**config.mk**
```make
export PLATFORM = sky130hd
export DESIGN_NAME = bp_update_ctrl
export DESIGN_NICKNAME = d
export VERILOG_FILES = /design/src/rtl/bp_update_ctrl_pkg.sv /design/src/rtl/bp_upd_fifo.sv /design/src/rtl/bp_update_ctrl.sv
export SDC_FILE = /design/constraint.sdc
export NUM_CORES = 1
export LEC_CHECK = 0
export CAP_MARGIN = 10
export CORE_MARGIN = 1.5
export CORE_UTILIZATION = 35
export DETAILED_ROUTE_END_ITERATION = 6
export SYNTH_ARGS = -nofsm -noshare
export SYNTH_HDL_FRONTEND = slang
export SYNTH_SLANG_ARGS = --single-unit
```
**constraint.sdc**
```tcl
create_clock -name clk -period 6.7 [get_ports clk]
set_input_delay 1.34 -clock clk [delete_from_list [all_inputs] [get_ports clk]]
set_output_delay 1.34 -clock clk [all_outputs]
set_load 0.02 [all_outputs]
```
**src/rtl/bp_update_ctrl_pkg.sv**
```systemverilog
// Shared definitions for the branch-update controller: bus widths, FSM encodings,
// the queued update payload and a saturating increment helper.
package bp_update_ctrl_pkg;

    localparam int unsigned InstAddrBus = 32;
    localparam logic [InstAddrBus-1:0] ZeroWord = '0;
    localparam logic True  = 1'b1;
    localparam logic False = 1'b0;

    localparam int unsigned BpuFsmBus = 1;
    localparam logic [BpuFsmBus-1:0] BpuIdle  = 1'b0;
    localparam logic [BpuFsmBus-1:0] BpuFlush = 1'b1;

    typedef struct packed {
        logic [InstAddrBus-1:0] pc;
        logic [InstAddrBus-1:0] tar;
        logic                   taken;
    } upd_entry_t;

    localparam int unsigned UpdEntryW = $bits(upd_entry_t);

    // Event counters stick at all-ones instead of wrapping.
    function automatic logic [InstAddrBus-1:0] sat_inc(input logic [InstAddrBus-1:0] v);
        return (v == '1) ? v : v + InstAddrBus'(1);
    endfunction

endpackage

```
**src/rtl/bp_upd_fifo.sv**
```systemverilog
// Synchronous FIFO holding pending predictor updates; a push into a full FIFO
// is taken only when a pop happens in the same cycle.
module bp_upd_fifo #(
    parameter int unsigned DEPTH = 4,
    parameter int unsigned WIDTH = 65
) (
    input  logic             clk,
    input  logic             rst_n,
    input  logic             push,
    input  logic [WIDTH-1:0] din,
    input  logic             pop,
    output logic [WIDTH-1:0] head,
    output logic             full,
    output logic             empty
);

    localparam int unsigned AW = $clog2(DEPTH);
    localparam int unsigned CW = AW + 1;

    logic [WIDTH-1:0] mem [DEPTH];
    logic [AW-1:0]    wr_ptr;
    logic [AW-1:0]    rd_ptr;
    logic [CW-1:0]    count;
    logic             push_ok;
    logic             pop_ok;

    assign empty   = (count == '0);
    assign full    = (count == CW'(DEPTH));
    assign pop_ok  = pop & ~empty;
    assign push_ok = push & (~full | pop_ok);
    assign head    = mem[rd_ptr];

    always_ff @(posedge clk) begin
        if (!rst_n) begin
            wr_ptr <= '0;
            rd_ptr <= '0;
            count  <= '0;
        end else begin
            if (push_ok) wr_ptr <= wr_ptr + AW'(1);
            if (pop_ok)  rd_ptr <= rd_ptr + AW'(1);
            if (push_ok && !pop_ok)      count <= count + CW'(1);
            else if (pop_ok && !push_ok) count <= count - CW'(1);
        end
    end

    // Payload storage needs no reset; occupancy is tracked by the pointers.
    always_ff @(posedge clk) begin
        if (push_ok) mem[wr_ptr] <= din;
    end

endmodule

```
**src/rtl/bp_update_ctrl.sv**
```systemverilog
// Branch-resolution controller: mispredict detection with a timed flush/redirect,
// queued predictor updates and lookup/update arbitration of the predictor port.
module bp_update_ctrl
    import bp_update_ctrl_pkg::*;
#(
    parameter int unsigned DEPTH        = 4,
    parameter int unsigned FLUSH_CYCLES = 2,
    parameter int unsigned STARVE_LIMIT = 8
) (
    input  logic                   clk,
    input  logic                   rst_n,
    input  logic                   rdy,
    input  logic                   if_req,
    output logic                   if_hold_o,
    input  logic                   ex_valid,
    input  logic                   ex_is_branch,
    input  logic [InstAddrBus-1:0] ex_pc,
    input  logic                   ex_taken,
    input  logic [InstAddrBus-1:0] ex_target,
    input  logic                   ex_pred_taken,
    input  logic [InstAddrBus-1:0] ex_pred_target,
    output logic                   ex_stall_o,
    output logic                   upd_valid_o,
    output logic [InstAddrBus-1:0] upd_pc_o,
    output logic [InstAddrBus-1:0] upd_tar_o,
    output logic                   upd_taken_o,
    output logic                   flush_o,
    output logic                   redirect_valid_o,
    output logic [InstAddrBus-1:0] redirect_pc_o,
    output logic [InstAddrBus-1:0] br_cnt_o,
    output logic [InstAddrBus-1:0] mis_cnt_o
);

    localparam int unsigned FW = $clog2(FLUSH_CYCLES + 1);
    localparam int unsigned SW = $clog2(STARVE_LIMIT + 1);

    logic [BpuFsmBus-1:0]   state_q, state_d;
    logic [FW-1:0]          flush_cnt_q, flush_cnt_d;
    logic [SW-1:0]          starve_q, starve_d;
    logic                   flush_q, flush_d;
    logic                   redir_q, redir_d;
    logic [InstAddrBus-1:0] redir_pc_q, redir_pc_d;
    logic [InstAddrBus-1:0] br_q, br_d;
    logic [InstAddrBus-1:0] mis_q, mis_d;

    upd_entry_t             enq_c;
    upd_entry_t             head_c;
    logic [UpdEntryW-1:0]   head_bits;
    logic                   fifo_full;
    logic                   fifo_empty;
    logic                   forced_c;
    logic                   deq_c;
    logic                   accept_c;
    logic                   mispredict_c;

    // A forced dequeue is known from registered state alone, so fetch sees no if_req path.
    assign forced_c     = (starve_q == SW'(STARVE_LIMIT));
    assign deq_c        = rdy & ~fifo_empty & (forced_c | ~if_req);
    assign if_hold_o    = rdy & ~fifo_empty & forced_c;
    assign ex_stall_o   = fifo_full & ~forced_c;
    assign accept_c     = ex_valid & ex_is_branch & rdy & ~ex_stall_o & (state_q == BpuIdle);
    assign mispredict_c = (ex_taken != ex_pred_taken) |
                          (ex_taken & ex_pred_taken & (ex_target != ex_pred_target));

    assign enq_c.pc    = ex_pc;
    assign enq_c.tar   = ex_target;
    assign enq_c.taken = ex_taken;
    assign head_c      = upd_entry_t'(head_bits);

    bp_upd_fifo #(
        .DEPTH (DEPTH),
        .WIDTH (UpdEntryW)
    ) u_fifo (
        .clk   (clk),
        .rst_n (rst_n),
        .push  (accept_c),
        .din   (enq_c),
        .pop   (deq_c),
        .head  (head_bits),
        .full  (fifo_full),
        .empty (fifo_empty)
    );

    assign upd_valid_o      = deq_c;
    assign upd_pc_o         = deq_c ? head_c.pc : ZeroWord;
    assign upd_tar_o        = deq_c ? head_c.tar : ZeroWord;
    assign upd_taken_o      = deq_c & head_c.taken;
    assign flush_o          = flush_q;
    assign redirect_valid_o = redir_q & rdy;
    assign redirect_pc_o    = redir_pc_q;
    assign br_cnt_o         = br_q;
    assign mis_cnt_o        = mis_q;

    always_ff @(posedge clk) begin
        if (!rst_n) begin
            state_q     <= BpuIdle;
            flush_cnt_q <= '0;
            starve_q    <= '0;
            flush_q     <= False;
            redir_q     <= False;
            redir_pc_q  <= ZeroWord;
            br_q        <= ZeroWord;
            mis_q       <= ZeroWord;
        end else begin
            state_q     <= state_d;
            flush_cnt_q <= flush_cnt_d;
            starve_q    <= starve_d;
            flush_q     <= flush_d;
            redir_q     <= redir_d;
            redir_pc_q  <= redir_pc_d;
            br_q        <= br_d;
            mis_q       <= mis_d;
        end
    end

    // Next-state: everything holds while rdy is low.
    always_comb begin
        state_d     = state_q;
        flush_cnt_d = flush_cnt_q;
        starve_d    = starve_q;
        flush_d     = flush_q;
        redir_d     = redir_q;
        redir_pc_d  = redir_pc_q;
        br_d        = br_q;
        mis_d       = mis_q;

        if (rdy) begin
            redir_d = False;
            case (state_q)
                BpuIdle: begin
                    if (accept_c) begin
                        br_d = sat_inc(br_q);
                        if (mispredict_c) begin
                            mis_d       = sat_inc(mis_q);
                            state_d     = BpuFlush;
                            flush_cnt_d = FW'(FLUSH_CYCLES);
                            flush_d     = True;
                            redir_d     = True;
                            redir_pc_d  = ex_taken ? ex_target : ex_pc + InstAddrBus'(4);
                        end
                    end
                end
                BpuFlush: begin
                    if (flush_cnt_q == FW'(1)) begin
                        state_d = BpuIdle;
                        flush_d = False;
                    end else begin
                        flush_cnt_d = flush_cnt_q - FW'(1);
                    end
                end
                default: state_d = BpuIdle;
            endcase

            if (fifo_empty || deq_c) starve_d = '0;
            else                     starve_d = starve_q + SW'(1);
        end
    end

endmodule

```
==> out/metrics.yaml, run 1 <==
synth.net_count: 1338
finalHoldViolCount: 0
p_sw_share_pct: 24.2
run_status: "completed"
syn_to_final_growth_pct: 28.5
worstSkewPairLatency_ps: 570
worstSetupStartpointType: "input pin"
cts_hold_buf: 0
relSlewSlack_pct: 21.1
synth_cell_types: 47
rows: 78
ctsLongestPathBuffers: 3
postCtsSetupBuffers: 0
p_int_mw: 4.06
tns_ps: 0
ioPinCount: 270
portBuffers: 269
slowest_stage: "clkdlybuf4s50_1"
rsz0062_at_grt: "no"
ys_seq_elements: 374
cts_tree: "built"
cp_data_arrival_time_ps: 4000
grt_max_degree: 80
slew_violations: 0
core_um2: 45700
vias: 11100
overflow: 0
fin_skew_ps: 24.9
hp-class: "flip-flop to flip-flop"
async_flop_share_pct: 0
clkPwrFrac_pct: 41.2
cp_cell_sequence: "clkdlybuf4s50_1 -> inv_1 -> nor2_4 -> buf_4 -> and3_1 -> clkdlybuf4s50_1"
yosys_warnings: 0
max_cap_violations: 0
min_period_ps: 5340
dr.first_iter.drc_count: 878
max_freq_mhz: 187
holdWs_ps: 460
cts_buffers: 42
yosysTopAreaCell: "edfxtp_1"
netlist_area_um2: 16300
grt_pass1_vias: 11100
crit_required_ps: 5360
seq_area_frac_synth_pct: 61.9
max_stage_delay_ps: 770
syn_area_per_cell_um2: 13.3
fp.dieW_um: 219
crit_top_cell: "clkdlybuf4s50_1"
cts_sinks: 374
synth_enable_flop_cells: 260
post-dp-hpwl_mm: 30.5
worstMarginPinSlew_ps: 1180
synth_top_area_share_pct: 47.9
p_leak_nw: 6.84
pre_cts_slack_ps: 1300
crit_path_end_kind: "output pin"
antenna_found_initial: 5
wirelength_mm: 46.4
p_seq_share_pct: 47.5
fin_nets: 1596
p_comb_share_pct: 11.2
synth-main-ff-cell: "edfxtp_1"
gp_congestion: 0.825
ir_drop_v: 0.000133
synth_most_common_cell: "edfxtp_1"
syn_inst: 1221
n_fill_cell: 4147
fin_crit_sh_pct: 79.7
ctsResizeCount: 0
cp_max_fo: 26
drt.antenna.violating_nets: 0
path_class: "input pin to output pin"
htreeDepth: 2
synthTopCellsByArea: "edfxtp_1 (48%), dfxtp_1 (14%), mux4_2 (9.0%)"
layout_setup_ws_ps: 1360
power.switching_mw: 1.30
viasPerCell: 5.24
drc: 0
routedWlPerCell_um: 21.9
p_per_area_nw_per_um2: 256
clockRootBuffer: "clkbuf_16"
synth_common_cells: "edfxtp_1 (260), dfxtp_1 (114), and3_1 (78), nor2_1 (78), nand2_1 (73)"
initial_core_util_pct: 35.7
grtUsageTotal_pct: 19.4
first_pass_iters: 5
die_area_um2: 47800
grt_pass1_wl_mm: 69.2
drive_gt1_share_pct: 10.8
cts.clk_slew.worst_paths_ps: 60
finalSetupViolations: 0
die_height_um: 219
## critical path: cells and delay by family
| family | cells | cell delay, ps |
|---|---|---|
| and+or+nand+nor | 2 | 700 |
| buffers and inverters | 4 | 1920 |
## registers in the layout, indices dropped and copies added (netlist names), named ones only
signal / cells
u_fifo.rd_ptr: 2
redirect_pc_o: 32
mis_cnt_o: 32
flush_cnt_q: 2
u_fifo.count: 3
state_q: 1
redir_q: 1
starve_q: 4
flush_o: 1
u_fifo.wr_ptr: 2
br_cnt_o: 32
u_fifo.mem: 260
## metal layers
layer	vias to the layer above	global-route usage [%]	wire length (µm)
met1	5519	25.2	19900
met4	8	5.11	923
met5	-	0	46
li1	5181	-	-
met2	323	31.5	22200
met3	55	5.82	3400
## layout by cell type (no fill, tap or decap), types with 16 or more instances in the layout
| master | instances |
|---|---|
| dfxtp_1 | 112 |
| and3_1 | 78 |
| mux2i_1 | 29 |
| o31ai_1 | 22 |
| nor3_1 | 16 |
| or4_1 | 17 |
| o21ai_0 | 56 |
| inv_1 | 19 |
| a21oi_1 | 32 |
| nand2_1 | 72 |
| nand4_1 | 32 |
| edfxtp_1 | 260 |
| xnor2_1 | 61 |
| clkdlybuf4s50_1 | 267 |
| nand3_1 | 52 |
| xor2_1 | 30 |
| nor2_1 | 77 |
| nor4_1 | 20 |
| clkbuf_16 | 43 |
| mux4_2 | 65 |
## cell type report
class,count,area [µm²],area share [%]
clock inverters,21,160,0.765
multi-input cells,757,5860,28.0
repair buffers,284,2810,13.4
flip-flops and latches,374,10100,48.2
inverters,20,75.1,0.359
well taps,600,751,3.59
clock buffers,57,1170,5.58
diodes,4,10.0,0.0478
## power by group through the flow
stage	Clock, mW	Combinational, mW	Sequential [mW]
2_1_floorplan	0	0.325	2.58
3_3_place_gp	0	0.604	2.59
3_5_place_dp	0	0.611	2.59
4_1_cts	2.26	0.612	2.54
5_1_grt	2.35	0.650	2.55
6_report	2.21	0.601	2.54
## stage by stage
step | cells | total power, mW | util (%) | area (µm²)
after global routing | 2113 | 5.55 | 45.8 | 20900
after floorplan | 1221 | 2.91 | - | 16300
after CTS | 2113 | 5.42 | 45.8 | 20900
after global placement | 2035 | 3.20 | 42.9 | 19600
final | 2117 | 5.35 | 45.8 | 20900
after detailed placement | 2035 | 3.20 | 42.9 | 19600
## logic make-up (layout without fill, tap and decap cells)
group	Yosys count	after routing	synth area share, %
xor gates and xnor gates	91	91	4.89
buffers and inverters	90	382	2.25
AOI/OAI and AO/OA	135	135	4.97
adders and majority gates	13	13	1.04
DFF	374	374	61.9
and+or+nand+nor	424	424	14.1
muxes	94	94	10.8
other	0	4	0
## worst paths after layout
| path | from | end | slack [ps] | depth (start not counted) |
|---|---|---|---|---|
| setup / recovery | rdy | upd_tar_o[6] | 1360 | 6 |
| hold / removal | redir_q$_SDFFE_PN0P_ | redir_q$_SDFFE_PN0P_ | 460 | 2 |
| setup reg to reg | starve_q[0]$_SDFFE_PN0P_ | u_fifo.mem[3][55]$_DFFE_PP_ | 3300 | 8 |
| hold reg to reg | redir_q$_SDFFE_PN0P_ | redir_q$_SDFFE_PN0P_ | 460 | 2 |
Note: power is estimated with default switching activity, not from simulation.
==> inputs of run 2 (changes only) <==
==> constraint.sdc (replaced) <==
create_clock -name clk -period 5.5 [get_ports clk]
set_input_delay 1.1 -clock clk [delete_from_list [all_inputs] [get_ports clk]]
set_output_delay 1.1 -clock clk [all_outputs]
set_load 0.02 [all_outputs]
==> run 2 against run 1 <==
Effect of this change: global-route usage shrank 0.14 points; sequential power grew 22%; design area is 0.25% higher; hold slack about the same; via count rose by 1.1%; die area is the same; highest routed layer unchanged; power increased by 22%.
==> out/metrics.yaml, run 2 (synthesis gave the netlist of run 1 again) <==
portBuffers: 269  # unchanged
cp_cell_sequence: "clkdlybuf4s50_1 -> buf_4 -> inv_1 -> nor2_4 -> buf_12 -> and3_1 -> clkdlybuf4s50_1"  # was clkdlybuf4s50_1 -> inv_1 -> nor2_4 -> buf_4 -> and3_1 -> clkdlybuf4s50_1
largest_reg_flops: 260  # unchanged
clockRootBuffer: "clkbuf_16"  # unchanged
fin_nets: 1597  # was 1596
cts_buffers: 41  # was 42
p_leak_nw: 6.85  # was 6.84 nW
relSlewSlack_pct: 27.3  # was 21.1%
rrSetupSlack_ps: 2190  # was 3300 ps
syn_to_final_growth_pct: 28.8  # was 28.5%
cts_sinks: 374  # unchanged
fp.dieW_um: 219  # unchanged
cts.clk_slew.worst_paths_ps: 60  # about the same
r2r-start: "starve_q[0]$_SDFFE_PN0P_"  # unchanged
gp_congestion: 0.800  # was 0.825
dr.first_iter.drc_count: 736  # was 878
fin_crit_sh_pct: 82.9
drc: 0  # unchanged
core_um2: 45700  # unchanged
initial_core_util_pct: 35.7  # unchanged
grtUsageTotal_pct: 19.3  # was 19.4%
r2r_cells: 9  # was 8
drive_gt1_share_pct: 10.6  # was 10.8%
routedWlPerCell_um: 21.9  # about the same
max_freq_mhz: 219
power.switching_mw: 1.56  # was 1.30 mW
top_register: "u_fifo.mem"  # unchanged
ioPinCount: 270  # unchanged
finalSetupViolations: 0  # unchanged
reg2reg_to: "mis_cnt_o[9]$_SDFFE_PN0P_"  # was u_fifo.mem[3][55]$_DFFE_PP_
max_stage_delay_ps: 600  # was 770 ps
holdWs_ps: 460  # about the same
ctsLongestPathBuffers: 3  # unchanged
die_area_um2: 47800  # unchanged
grt_pass1_wl_mm: 68.6  # was 69.2 mm
crit_path_end_kind: "output pin"  # unchanged
run_status: "completed"  # unchanged
ir_drop_v: 0.000198  # was 0.000133 V
grt_pass1_vias: 11100  # about the same
ctsResizeCount: 0  # unchanged
min_period_ps: 4560
path_class: "input pin to output pin"  # unchanged
p_sw_share_pct: 23.9  # was 24.2%
worstSetupStartpointType: "input pin"  # unchanged
overflow: 0  # unchanged
p_per_area_nw_per_um2: 311  # was 256 nW/µm²
p_comb_share_pct: 11.3  # was 11.2%
fin_skew_ps: 25.6  # was 24.9 ps
cp_data_arrival_time_ps: 3460  # was 4000 ps
rsz0062_at_grt: "no"  # unchanged
first_pass_iters: 7  # was 5
cts_tree: "built"  # unchanged
startpoint: "rdy"  # unchanged
tns_ps: 0  # unchanged
cp_max_fo: 48  # was 26
drt.antenna.violating_nets: 0  # unchanged
worstMarginPinSlew_ps: 1090  # was 1180 ps
final_cell_mix: "clkdlybuf4s50_1 (267), edfxtp_1 (260), dfxtp_1 (112), and3_1 (78), nor2_1 (77)"  # unchanged
hp-class: "flip-flop to flip-flop"  # unchanged
die_height_um: 219  # unchanged
crit_required_ps: 4400  # was 5360 ps
crit_top_cell: "clkdlybuf4s50_1"  # unchanged
max_cap_violations: 0  # unchanged
post-dp-hpwl_mm: 31.3  # was 30.5 mm
p_int_mw: 4.96  # was 4.06 mW
slowest_stage: "clkdlybuf4s50_1"  # unchanged
cts_hold_buf: 0  # unchanged
endpoint: "upd_pc_o[3]"  # was upd_tar_o[6]
wirelength_mm: 46.3  # was 46.4 mm
antenna_found_initial: 8  # was 5
worstSkewPairLatency_ps: 570  # about the same
htreeDepth: 2  # unchanged
grt_max_degree: 74  # was 80
viasPerCell: 5.30  # was 5.24
rows: 78  # unchanged
p_seq_share_pct: 47.6  # was 47.5%
final_common_cell: "clkdlybuf4s50_1"  # unchanged
postCtsSetupBuffers: 0  # unchanged
slew_violations: 0  # unchanged
vias: 11200  # was 11100
clkPwrFrac_pct: 41.1  # was 41.2%
finalHoldViolCount: 0  # unchanged
## run 2: cell count changes in the layout (fill, tap and decap cells not counted), moves of 2 or more
| cell | change |
|---|---|
| clkinv_2 | -5 |
| clkinv_1 | +4 |
| buf_4 | -2 |
| buf_12 | +4 |
| diode_2 | -3 |
## run 2: final cells by class
class,instances,area (µm²)
Tap cell,600,751
Fill cell,4148,24700
Inverter,20,75.1
Antenna cell,1,2.50
Sequential cell,374,10100
Timing Repair Buffer,286,2870
Clock buffer,55,1140
Clock inverter,21,183
Multi-Input combinational cell,757,5860
## run 2: worst min-delay path by stage
stage / from / endpoint / slack (ps) / depth (start not counted)
3_3_place_gp: redir_q$_SDFFE_PN0P_ / redir_q$_SDFFE_PN0P_ / 450 / 2
6_report: redir_q$_SDFFE_PN0P_ / redir_q$_SDFFE_PN0P_ / 460 / 2
2_1_floorplan: redir_q$_SDFFE_PN0P_ / redir_q$_SDFFE_PN0P_ / 430 / 2
5_1_grt: redirect_pc_o[30]$_SDFFE_PN0P_ / redirect_pc_o[30]$_SDFFE_PN0P_ / 500 / 2
4_1_cts: redir_q$_SDFFE_PN0P_ / redir_q$_SDFFE_PN0P_ / 460 / 2
3_5_place_dp: redir_q$_SDFFE_PN0P_ / redir_q$_SDFFE_PN0P_ / 450 / 2
## run 2: metrics by stage
stage	util (%)	setup slack, ps	instances	area [µm²]	total power, mW
floorplan	-	1690	1221	16300	3.54
global placement	43.0	923	2037	19700	3.90
detailed placement	43.0	883	2037	19700	3.91
CTS	45.9	883	2113	21000	6.60
global route	45.9	777	2113	21000	6.75
finish	45.9	940	2114	21000	6.52
## run 2: critical path: cells and delay by family
family,cells,cell delay (ps)
buf+inv,5,1640
simple gates,2,690
## run 2: power groups by stage
stage | clock [mW] | combinational (mW) | sequential, mW
2_1_floorplan | 0 | 0.396 | 3.15
3_3_place_gp | 0 | 0.742 | 3.16
3_5_place_dp | 0 | 0.750 | 3.16
4_1_cts | 2.75 | 0.752 | 3.10
5_1_grt | 2.85 | 0.795 | 3.11
6_report | 2.68 | 0.738 | 3.10
## run 2: routing by layer
metal	up-vias	routed length [µm]	track usage, %
li1	5169	-	-
met3	74	3620	5.55
met2	386	22100	31.4
met1	5570	19400	24.9
met4	14	1100	5.43
met5	-	90	0
